--- src/rtl/uart_tx_buffered.sv ---
// rtl/uart_tx_buffered.sv - FIFO-buffered UART transmitter, 8 data bits, one parity bit, one stop bit
module uart_tx_buffered #(
  parameter int CLKS_PER_BIT = 16,
  parameter int FIFO_DEPTH   = 4,
  parameter int PARITY_ODD   = 0
) (
  input  logic                          clock,
  input  logic                          reset,
  input  logic                          tx_en,
  input  logic [7:0]                    data_in,
  input  logic                          wr_valid,
  output logic                          wr_ready,
  output logic                          tx,
  output logic                          busy,
  output logic [$clog2(FIFO_DEPTH):0]   fifo_count
);

  localparam int              AW        = $clog2(FIFO_DEPTH);
  localparam logic [15:0]     BAUD_LAST = 16'(CLKS_PER_BIT - 1);
  localparam logic [AW:0]     DEPTH_CNT = (AW + 1)'(FIFO_DEPTH);
  localparam logic [AW:0]     CNT_ONE   = (AW + 1)'(1);
  localparam logic [AW-1:0]   PTR_ONE   = AW'(1);
  localparam logic            PAR_INV   = (PARITY_ODD != 0);

  typedef enum logic [2:0] {
    S_IDLE,
    S_START,
    S_DATA,
    S_PARITY,
    S_STOP
  } state_t;

  state_t          state;
  logic [7:0]      mem [FIFO_DEPTH];
  logic [AW-1:0]   wr_ptr;
  logic [AW-1:0]   rd_ptr;
  logic [15:0]     baud_cnt;
  logic [2:0]      bit_cnt;
  logic [7:0]      shift;
  logic            parity;
  logic            push;
  logic            pop;
  logic            have_data;
  logic            baud_done;

  // Ready comes from the registered count only, so a full FIFO refuses a push
  // even in the cycle that pops.
  assign wr_ready  = (fifo_count < DEPTH_CNT);
  assign push      = wr_valid && wr_ready;
  assign have_data = (fifo_count != '0);
  assign baud_done = (baud_cnt == BAUD_LAST);

  // A byte leaves the FIFO when a frame starts from IDLE or chains from the
  // last cycle of STOP; both paths are gated by tx_en.
  assign pop = tx_en && have_data &&
               ((state == S_IDLE) || ((state == S_STOP) && baud_done));

  // Byte storage; contents are don't-care whenever the count says empty.
  always_ff @(posedge clock) begin
    if (push) begin
      mem[wr_ptr] <= data_in;
    end
  end

  // Pointers wrap naturally at the power-of-two depth; count separates full from empty.
  always_ff @(posedge clock) begin
    if (!reset) begin
      wr_ptr     <= '0;
      rd_ptr     <= '0;
      fifo_count <= '0;
    end else begin
      if (push) begin
        wr_ptr <= wr_ptr + PTR_ONE;
      end
      if (pop) begin
        rd_ptr <= rd_ptr + PTR_ONE;
      end
      case ({push, pop})
        2'b10:   fifo_count <= fifo_count + CNT_ONE;
        2'b01:   fifo_count <= fifo_count - CNT_ONE;
        default: fifo_count <= fifo_count;
      endcase
    end
  end

  // Frame sequencer; tx is loaded with the next bit on the same edge that
  // ends the current one so every boundary is a single clean transition.
  always_ff @(posedge clock) begin
    if (!reset) begin
      state    <= S_IDLE;
      tx       <= 1'b1;
      busy     <= 1'b0;
      baud_cnt <= '0;
      bit_cnt  <= '0;
      shift    <= '0;
      parity   <= 1'b0;
    end else begin
      case (state)
        S_IDLE: begin
          tx       <= 1'b1;
          busy     <= 1'b0;
          baud_cnt <= '0;
          if (pop) begin
            shift   <= mem[rd_ptr];
            parity  <= 1'b0;
            bit_cnt <= '0;
            tx      <= 1'b0;
            busy    <= 1'b1;
            state   <= S_START;
          end
        end

        S_START: begin
          if (baud_done) begin
            baud_cnt <= '0;
            tx       <= shift[0];
            state    <= S_DATA;
          end else begin
            baud_cnt <= baud_cnt + 16'd1;
          end
        end

        S_DATA: begin
          if (baud_done) begin
            baud_cnt <= '0;
            parity   <= parity ^ shift[0];
            shift    <= {1'b0, shift[7:1]};
            if (bit_cnt == 3'd7) begin
              tx    <= parity ^ shift[0] ^ PAR_INV;
              state <= S_PARITY;
            end else begin
              bit_cnt <= bit_cnt + 3'd1;
              tx      <= shift[1];
            end
          end else begin
            baud_cnt <= baud_cnt + 16'd1;
          end
        end

        S_PARITY: begin
          if (baud_done) begin
            baud_cnt <= '0;
            tx       <= 1'b1;
            state    <= S_STOP;
          end else begin
            baud_cnt <= baud_cnt + 16'd1;
          end
        end

        S_STOP: begin
          if (baud_done) begin
            baud_cnt <= '0;
            if (pop) begin
              shift   <= mem[rd_ptr];
              parity  <= 1'b0;
              bit_cnt <= '0;
              tx      <= 1'b0;
              state   <= S_START;
            end else begin
              tx    <= 1'b1;
              busy  <= 1'b0;
              state <= S_IDLE;
            end
          end else begin
            baud_cnt <= baud_cnt + 16'd1;
          end
        end

        default: begin
          tx       <= 1'b1;
          busy     <= 1'b0;
          baud_cnt <= '0;
          state    <= S_IDLE;
        end
      endcase
    end
  end

endmodule

--- config.mk ---
export PLATFORM = sky130hd
export DESIGN_NAME = uart_tx_buffered
export DESIGN_NICKNAME = d
export VERILOG_FILES = /design/src/rtl/uart_tx_buffered.sv
export SDC_FILE = /design/constraint.sdc
export NUM_CORES = 1
export LEC_CHECK = 0
export ABC_CLOCK_PERIOD_IN_PS = 4100
export CAP_MARGIN = 20
export CORE_MARGIN = 2
export CORE_UTILIZATION = 43
export CTS_BUF_LIST = sky130_fd_sc_hd__clkbuf_16
export DETAILED_ROUTE_END_ITERATION = 10
export GPL_ROUTABILITY_DRIVEN = 0
export SLEW_MARGIN = 20
export SYNTH_ARGS = -nofsm -noshare
export SYNTH_HDL_FRONTEND = slang
export SYNTH_SLANG_ARGS = --single-unit
--- constraint.sdc ---
create_clock -name clock -period 4.1 [get_ports clock]
set_input_delay 1.23 -clock clock [delete_from_list [all_inputs] [get_ports clock]]
set_output_delay 1.23 -clock clock [all_outputs]
set_load 0.02 [all_outputs]
; After elaboration in Yosys (flattened, before gate mapping)
; Memories as Yosys holds them, arrays and structs flattened. A register that Yosys moved wholly into a read port is not among the register bits.
; Index checks and enable logic that the tools add are counted.
[totals]
register_bits = 40
latchBits = 0
ramBits = 32
mem_bits_ro = 0
input_bits = 12
out_inout_bits = 6
word_cells = 92
memories = 1
[mem_list]
columns = memory, depth, width, rd, rd_clocked_by_memory_dff, write_ports, line_no
row1 = mem, 4, 8, 1, 1, 1, 34  ; logic [7:0] mem [FIFO_DEPTH];
[classes]
addsub = 6
multipliers = 0
div = 0
magnitude_cmp = 1
n_eq_ne = 16
shift = 0
n_mux = 37
bitwise = 4
n_reduce_logical = 17
[ops]
columns = cell, n
row1 = two-way mux 3 bit, 10
row2 = two-way mux 8 bit, 3
row3 = one-hot mux 8 bit (3 select lines), 1
row4 = adder 16 x 1 -> 16 bit (second input constant), 1
row5 = equality test 16 x 4 -> 1 bit (second input constant), 1
row6 = != test 2 bit (second input constant), 8
row7 = two-way mux 1 bit, 15
row8 = one-hot mux 3 bit (5 select lines), 1
row9 = one-hot mux 3 bit (3 select lines), 1
row10 = AND reduction 4 bit, 2
row11 = adder 3 x 1 -> 3 bit (second input constant), 2
row12 = equality test 3 x 2 -> 1 bit (second input constant), 2
row13 = equality test 3 bit (second input constant), 2
row14 = one-hot mux 1 bit (3 select lines), 2
row15 = one-hot mux 3 bit (2 select lines), 1
row16 = AND reduction 3 bit, 2
row17 = AND reduction 6 bit, 1
row18 = nonzero test 3 bit, 2
row19 = OR reduction 3 bit, 2
row20 = one-hot mux 1 bit (5 select lines), 1
row21 = adder 2 x 1 -> 2 bit (second input constant), 2
row22 = logical AND 1 bit, 4
row23 = two-way mux 2 bit, 2
row24 = OR reduction 4 bit, 1
row25 = 10 further kinds, 12

; Longest topological paths before layout
; Gate-level depths: netlist of the first run.
[logic_depth]
word_depth = 7
mapped_depth = 11
ltp_nobuf = 10

; Worst setup path after synthesis of the first run
; No wires, ideal clock.
[synth_timing]
path_kind = input -> register
startpoint = in tx_en
endpoint = reg fifo_count[2]
setup_ns = 0.076
t_arrival_ns = 3.096
required_ns = 4.024
path_slack_ns = 0.928
cell_stages = 9
n_path_buf = 0
path_cell_list = o31ai_1 -> or3_1 -> nor2_2 -> ha_1 -> inv_1 -> fa_1 -> xor2_1 -> or3_1 -> a21boi_0
[synth_via]
elab_chain_cells = 4
elab_cells_between_ends = 6
cone_classes = eq/ne (2) / mux (1) / reduce/logical (3)
[synth_rtl]
columns = element, line_no
row1 = from (decl), 9  ; input logic tx_en,
row2 = logical AND 1 bit (*) (2 in series), 55  ; assign pop = tx_en && have_data &&
row3 = via pop, 42  ; logic pop;
row4 = equality test 2 x 1 -> 1 bit / equality test 2 bit (equally long branches), 78  ; case ({push, pop})
row5 = one-hot mux 3 bit (2 select lines) / nonzero test 2 bit (equally long branches), -
row6 = to (signal assigned), 79  ; 2'b10: fifo_count <= fifo_count + CNT_ONE;
row7 = to (signal assigned), 80  ; 2'b01: fifo_count <= fifo_count - CNT_ONE;
row8 = to (signal assigned), 81  ; default: fifo_count <= fifo_count;
row9 = to (decl), 15  ; output logic [$clog2(FIFO_DEPTH):0] fifo_count
; The timed path passes the listed nets; every way through them passes the cells marked *.
; A chain may end at the register's enable or synchronous reset.

; Final worst setup path of the first run
; Ends and elaborated chain as after synthesis.

==> results of run 1 <==
-- logic make-up (layout without fill, tap and decap cells) --
kind of cell    after synthesis  count (layout)
buf+inv                      21              43
flops                        74              74
compound gates               36              36
xor+xnor                     22              22
mux                          15              15
simple gates                 87              87
fa+ha+maj                     9               9
-- cell usage after synthesis, types with 2 or more instances --
cell,number
dfxtp_1,42
edfxtp_1,32
nor2_1,25
nand2_1,14
and2_1,11
xnor2_1,11
xor2_1,11
inv_1,9
o21ai_0,9
ha_1,8
mux4_2,8
mux2i_1,7
o2bb2ai_2,7
and3_1,6
nand3_1,6
buf_2,5
a21oi_1,4
clkbuf_1,3
nand4_1,3
nor4_4,3
o21a_1,3
or3_1,3
a21boi_0,2
a31o_1,2
a31oi_1,2
and4_2,2
nor2b_1,2
nor3_1,2
o31ai_1,2
-- per-stage QoR --
stage / cell area, um2 / setup slack, ps / cells / utilization [%]
2_1_floorplan: 3310 / 928 / 264 / -
3_5_place_dp: 3550 / 267 / 369 / 48.1
4_1_cts: 3860 / 609 / 385 / 52.3
5_1_grt: 3860 / 433 / 385 / 52.3
3_3_place_gp: 3550 / 375 / 369 / 48.1
6_report: 3860 / 613 / 385 / 52.3
-- report_power, final --
| group | total, mW | internal (mW) | switching (mW) |
|---|---|---|---|
| Sequential | 0.952 | 0.869 | 0.0830 |
| Combinational | 0.449 | 0.227 | 0.222 |
| Clock | 0.807 | 0.483 | 0.325 |
| Total | 2.21 | 1.58 | 0.630 |
-- registers in the layout (all words and copies together), names as in the netlist, named ones only --
signal,count
bit_cnt,3
mem,32
fifo_count,3
shift,8
rd_ptr,2
state,3
parity,1
busy,1
wr_ptr,2
tx,1
baud_cnt,16
-- routing by layer --
| layer | GRT usage (%) | up-vias | wire length [um] | part of all wire [%] |
|---|---|---|---|---|
| li1 | - | 982 | - | - |
| met1 | 18.5 | 903 | 2540 | 46 |
| met2 | 23.5 | 21 | 2710 | 49 |
| met3 | 4.44 | 10 | 158 | 2.9 |
| met4 | 6.72 | 0 | 108 | 2.0 |
| met5 | 0 | - | 0 | 0 |
-- worst max-delay path: stages --
cell and delay, ps:
clkdlybuf4s50_1 460, o31ai_1 100, or3_1 430, nor2_2 230
ha_1 220, inv_1 60, fa_1 380, xor2_1 160
or3_1 300, a21boi_0 180
-- path summary, 6_finish.rpt --
check | startpoint | to | slack, ps | cells past startpoint
setup / recovery | tx_en | fifo_count[2] | 610 | 10
hold / removal | baud_cnt[0] | baud_cnt[0] | 460 | 1
setup reg to reg | baud_cnt[0] | fifo_count[2] | 1390 | 10
hold reg to reg | baud_cnt[0] | baud_cnt[0] | 460 | 1
-- final cells by class --
cell class	count	area share, %
Tap cell	99	3.21
Clock inverter	7	2.17
Inverter	9	0.876
Multi-Input combinational cell	169	36.6
Timing Repair Buffer	18	4.61
Clock buffer	9	5.84
Sequential cell	74	46.7
==> reports/qor.yml, run 1 <==
yosys:
  synth-xor-area-share_pct: 5.82
  yosysTopAreaCell: "edfxtp_1"
  ys_warn_count: 0
  synth_mux_area_share_pct: 7.56
  synth_fa_ha_area_share_pct: 3.63
  synthCells: 264
  ys.flop_type: "dfxtp_1"
  synth_edf_count: 32
  synth_top_family_by_area: "simple AND/OR/NAND/NOR gates"
  synth-compound-area-share_pct: 9.86
  async_flop_share_pct: 0
  synth-seq-cells: 74
  synthTopCellsByArea: "edfxtp_1 29%, dfxtp_1 25%, mux4_2 5.4%"
  synth_top_area_share_pct: 29.0
  synth-simple-area-share_pct: 15.8
  yosysUniqueCellTypes: 49
  synth_nets: 285
  ys_seq_area_share_pct: 54.4
  synth.cell_area_um2: 3310
  syn_avg_cell_area_um2: 12.5
cts:
  cts_tree: "done"
  cts_buffer_depth: 2
  cts_num_sinks: 74
  clock_latency_ps: 330
  cts-resized-gates: 0
  cts_setup_buffers: 0
  cts_inserted_buffers: 9
  hold_buffers: 0
  root_buffer: "clkbuf_16"
  h-tree-depth: 3
  clk_pin_slew_ps: 60
drt:
  wl_per_cell_um: 14.3
  vias_per_cell: 4.98
  antenna_left: 0
  dr.pass1.iters: 4
  drc: 0
  drt-initial-drc-count: 105
  routed_wl_um: 5520
  vias: 1916
floorplan:
  rows: 31
  start_util_pct: 44.9
  fp.dieH_um: 91.7
  die_w_um: 91.7
  dieArea_um2: 8420
  core_um2: 7370
  ios: 18
finish:
  multi_input_area_um2: 1410
  nNetsFinal: 302
  layout_common_cells: "42 x dfxtp_1, 32 x edfxtp_1, 25 x nor2_1"
  seq_area_um2: 1800
  layout_commonest_cell: "dfxtp_1"
  syn2layout_area_growth_pct: 16.5
  n_fill_cell: 670
  layout-drive-gt1-share_pct: 15.7
  antenna_cells: 0
sta:
  fin_crit_ps: 3490
  fin_crit_sh_pct: 85.0
  fmax_ghz: 0.287
  max-slew-margin-rel_pct: 59.1
  clock_skew_ps: 7.38
  finalMaxSlewViolations: 0
  setup_violations: 0
  rsz0062_at_grt: "no"
  final_hold_viol_count: 0
  worstMarginPinSlew_ps: 610
  setup_tns_ps: 0
  hold_slack_ps: 462
power:
  power_mw: 2.21
  p_per_area_nw_per_um2: 572
  p_leak_nw: 1.38
  vdd_drop_max_uv: 253
outcome:
  status: "finished, final reports clean"
hold_path:
  hold_class: "register to register"
grt:
  grt_max_degree: 24
  grt_overflow: 0
  grtUsageTotal_pct: 14.8
  grt_pass1_wl_um: 9510
  first_global_vias: 1871
  antenna_found_initial: 0
setup_path:
  start_kind: "input port"
  critPathCaptureType: "register"
  critPathRequiredTime_ps: 4360
  worstPathArrival_ps: 3740
  critPathMaxFanout: 4
  criticalPathCategory: "input port to register"
place:
  portBuffers: 17
  detailed_place_hpwl_um: 3670
flow_run:
  maxCapViolations: 0
Power figures use the tool's default switching activity.
==> run 2: changes to the inputs <==
- CTS_CLUSTER_DIAMETER: default -> 50
- CTS_CLUSTER_SIZE: default -> 12
- SLEW_MARGIN: 20 -> default
==> results of run 2 <==
The final DEF is identical to that of run 1; final timing and power are the same.
==> run 3: changes to the inputs <==
- ABC_CLOCK_PERIOD_IN_PS: 4100 -> 3200
- clock period: 4.1 -> 3.2 ns (I/O delays scaled with it)
==> reports/qor.yml, run 3 (synthesis gave the netlist of run 1 again) <==
setup_path:
  critPathCaptureType: "register"
  crit_path_frequent_cell: "or3_1"
  cpPeakStageDelay_ps: 460  # about the same
  critPathLaunch: "tx_en"
  critPathRequiredTime_ps: 3460  # -900 ps
  crit_family: "simple AND/OR/NAND/NOR gates"
  worstPathArrival_ps: 3200  # -540 ps
  worstPathCellList: "clkdlybuf4s50_1, o31ai_1, or3_1, nor2_2, ha_1, inv_1, fa_1, xor2_1, or3_1, a21boi_0"
  cp_num_buf_inv: 2  # unchanged
  criticalPathCategory: "input port to register"
  critPathMaxFanout: 2  # -2
  rrSetupSlack_ps: 610  # -780 ps
  start_kind: "input port"
  ff2ff_path_depth: 10  # unchanged
  slowest_stage: "clkdlybuf4s50_1"
  rr_endpoint: "fifo_count[2]"
  r2r-start: "baud_cnt[0]"
cts:
  cts_buffer_depth: 2  # unchanged
  h-tree-depth: 3  # unchanged
  cts_setup_buffers: 0  # unchanged
  root_buffer: "clkbuf_16"
  cts_num_sinks: 74  # unchanged
  clk_pin_slew_ps: 60  # about the same
  cts_tree: "done"
  cts-resized-gates: 0  # unchanged
  hold_buffers: 0  # unchanged
  cts_inserted_buffers: 9  # unchanged
  clock_latency_ps: 330  # about the same
power:
  p_seq_share_pct: 42.9  # -0.2 points
  vdd_drop_max_uv: 407  # +61%
  power_mw: 2.84  # +29%
  pwr-share-comb_pct: 21.2  # +0.9 points
  pwr-share-clk_pct: 35.9  # -0.7 points
  switching_power_uw: 793  # +26%
  p_leak_nw: 1.41  # +2.0%
  p_int_mw: 2.05  # +30%
  p_per_area_nw_per_um2: 729  # +27%
  swShare_pct: 27.9  # -0.62 points
sta:
  worstMarginPinSlew_ps: 593  # -16.6 ps
  finalMaxSlewViolations: 0  # unchanged
  clock_skew_ps: 4.14  # -3.24 ps
  hold_slack_ps: 458  # -3.92 ps
  rsz0062_at_grt: "no"
  fin_crit_ps: 2940
  setup_tns_ps: 0  # unchanged
  final_hold_viol_count: 0  # unchanged
  max-slew-margin-rel_pct: 60.2  # +1.1 points
  fmax_ghz: 0.340
  setup_violations: 0  # unchanged
  fin_crit_sh_pct: 92.0
finish:
  nNetsFinal: 307  # +1.7%
  layout_commonest_cell: "dfxtp_1"
  n_fill_cell: 657  # -1.9%
  syn2layout_area_growth_pct: 17.7
  regMostFlops: "mem"
  largest_reg_flops: 32  # unchanged
  multi_input_area_um2: 1410  # unchanged
  antenna_cells: 0  # unchanged
  top_regs: "mem (32), baud_cnt (16), shift (8)"
  layout_common_cells: "42 x dfxtp_1, 32 x edfxtp_1, 25 x nor2_1"
  seq_area_um2: 1800  # unchanged
  layout-drive-gt1-share_pct: 17.2  # +1.4 points
grt:
  grt_overflow: 0  # unchanged
  first_global_vias: 1947  # +4.1%
  grt_pass1_wl_um: 9510  # unchanged
  antenna_found_initial: 0  # unchanged
  grtUsageTotal_pct: 14.6  # -0.15 points
  grt_max_degree: 17  # -29%
hold_path:
  min_to: "baud_cnt[0]"
  hold_class: "register to register"
  hp-start: "baud_cnt[0]"
  min_path_cells: 1  # unchanged
drt:
  antenna_left: 0  # unchanged
  drt-initial-drc-count: 115  # +9.5%
  routed_wl_um: 5480  # -0.72%
  dr.pass1.iters: 4  # unchanged
  drc: 0  # unchanged
  wl_per_cell_um: 14.0  # -2.0%
  vias_per_cell: 4.95  # -0.56%
  vias: 1930  # +0.73%
place:
  detailed_place_hpwl_um: 3670  # -0.16%
  portBuffers: 17  # unchanged
floorplan:
  die_w_um: 91.7  # unchanged
  rows: 31  # unchanged
  fp.dieH_um: 91.7  # unchanged
  ios: 18  # unchanged
  start_util_pct: 44.9  # unchanged
  core_um2: 7370  # unchanged
  dieArea_um2: 8420  # unchanged
flow_run:
  maxCapViolations: 0  # unchanged
outcome:
  status: "finished, final reports clean"
run 3: changes by cell type in the layout (fill, tap and decap cells not counted), sizes merged:
cell      delta
buf          +5
clkinv       +2
clkinvlp     -1
inv          -1
run 3: metrics by stage:
stage	setup WS (ps)	utilization, %	instance area, um2	instances
finish	258	52.9	3900	390
detailed placement	-72.8	48.7	3590	374
global route	122	52.9	3900	390
floorplan	298	-	3310	264
CTS	260	52.9	3900	390
global placement	-30.2	48.7	3590	374
run 3: per-layer routing:
layer	global-route usage, %	share of wire (%)
met5	0	0
met4	4.85	1.5
met3	5.51	3.7
met2	23.9	49
met1	17.8	46
run 3: power groups by stage:
stage	Combinational [mW]	Sequential (mW)	Clock, mW
final	0.604	1.22	1.02
after global routing	0.681	1.24	1.09
after CTS	0.613	1.22	1.05
after detailed placement	0.609	1.24	0
after global placement	0.603	1.24	0
after floorplan	0.452	1.21	0
run 3: worst max-delay path by stage:
stage | end | cells after the start
6_report | fifo_count[2] | 10
5_1_grt | fifo_count[2] | 10
4_1_cts | fifo_count[2] | 10
3_5_place_dp | fifo_count[2] | 10
3_3_place_gp | fifo_count[2] | 10
2_1_floorplan | fifo_count[2] | 9
run 3: cell type report:
type / instances / share of cell area, %
clock buffers: 9 / 5.78
clock inverters: 7 / 2.18
inverters: 9 / 0.867
multi-input cells: 169 / 36.2
flip-flops and latches: 74 / 46.2
well taps: 99 / 3.18
repair buffers: 23 / 5.52
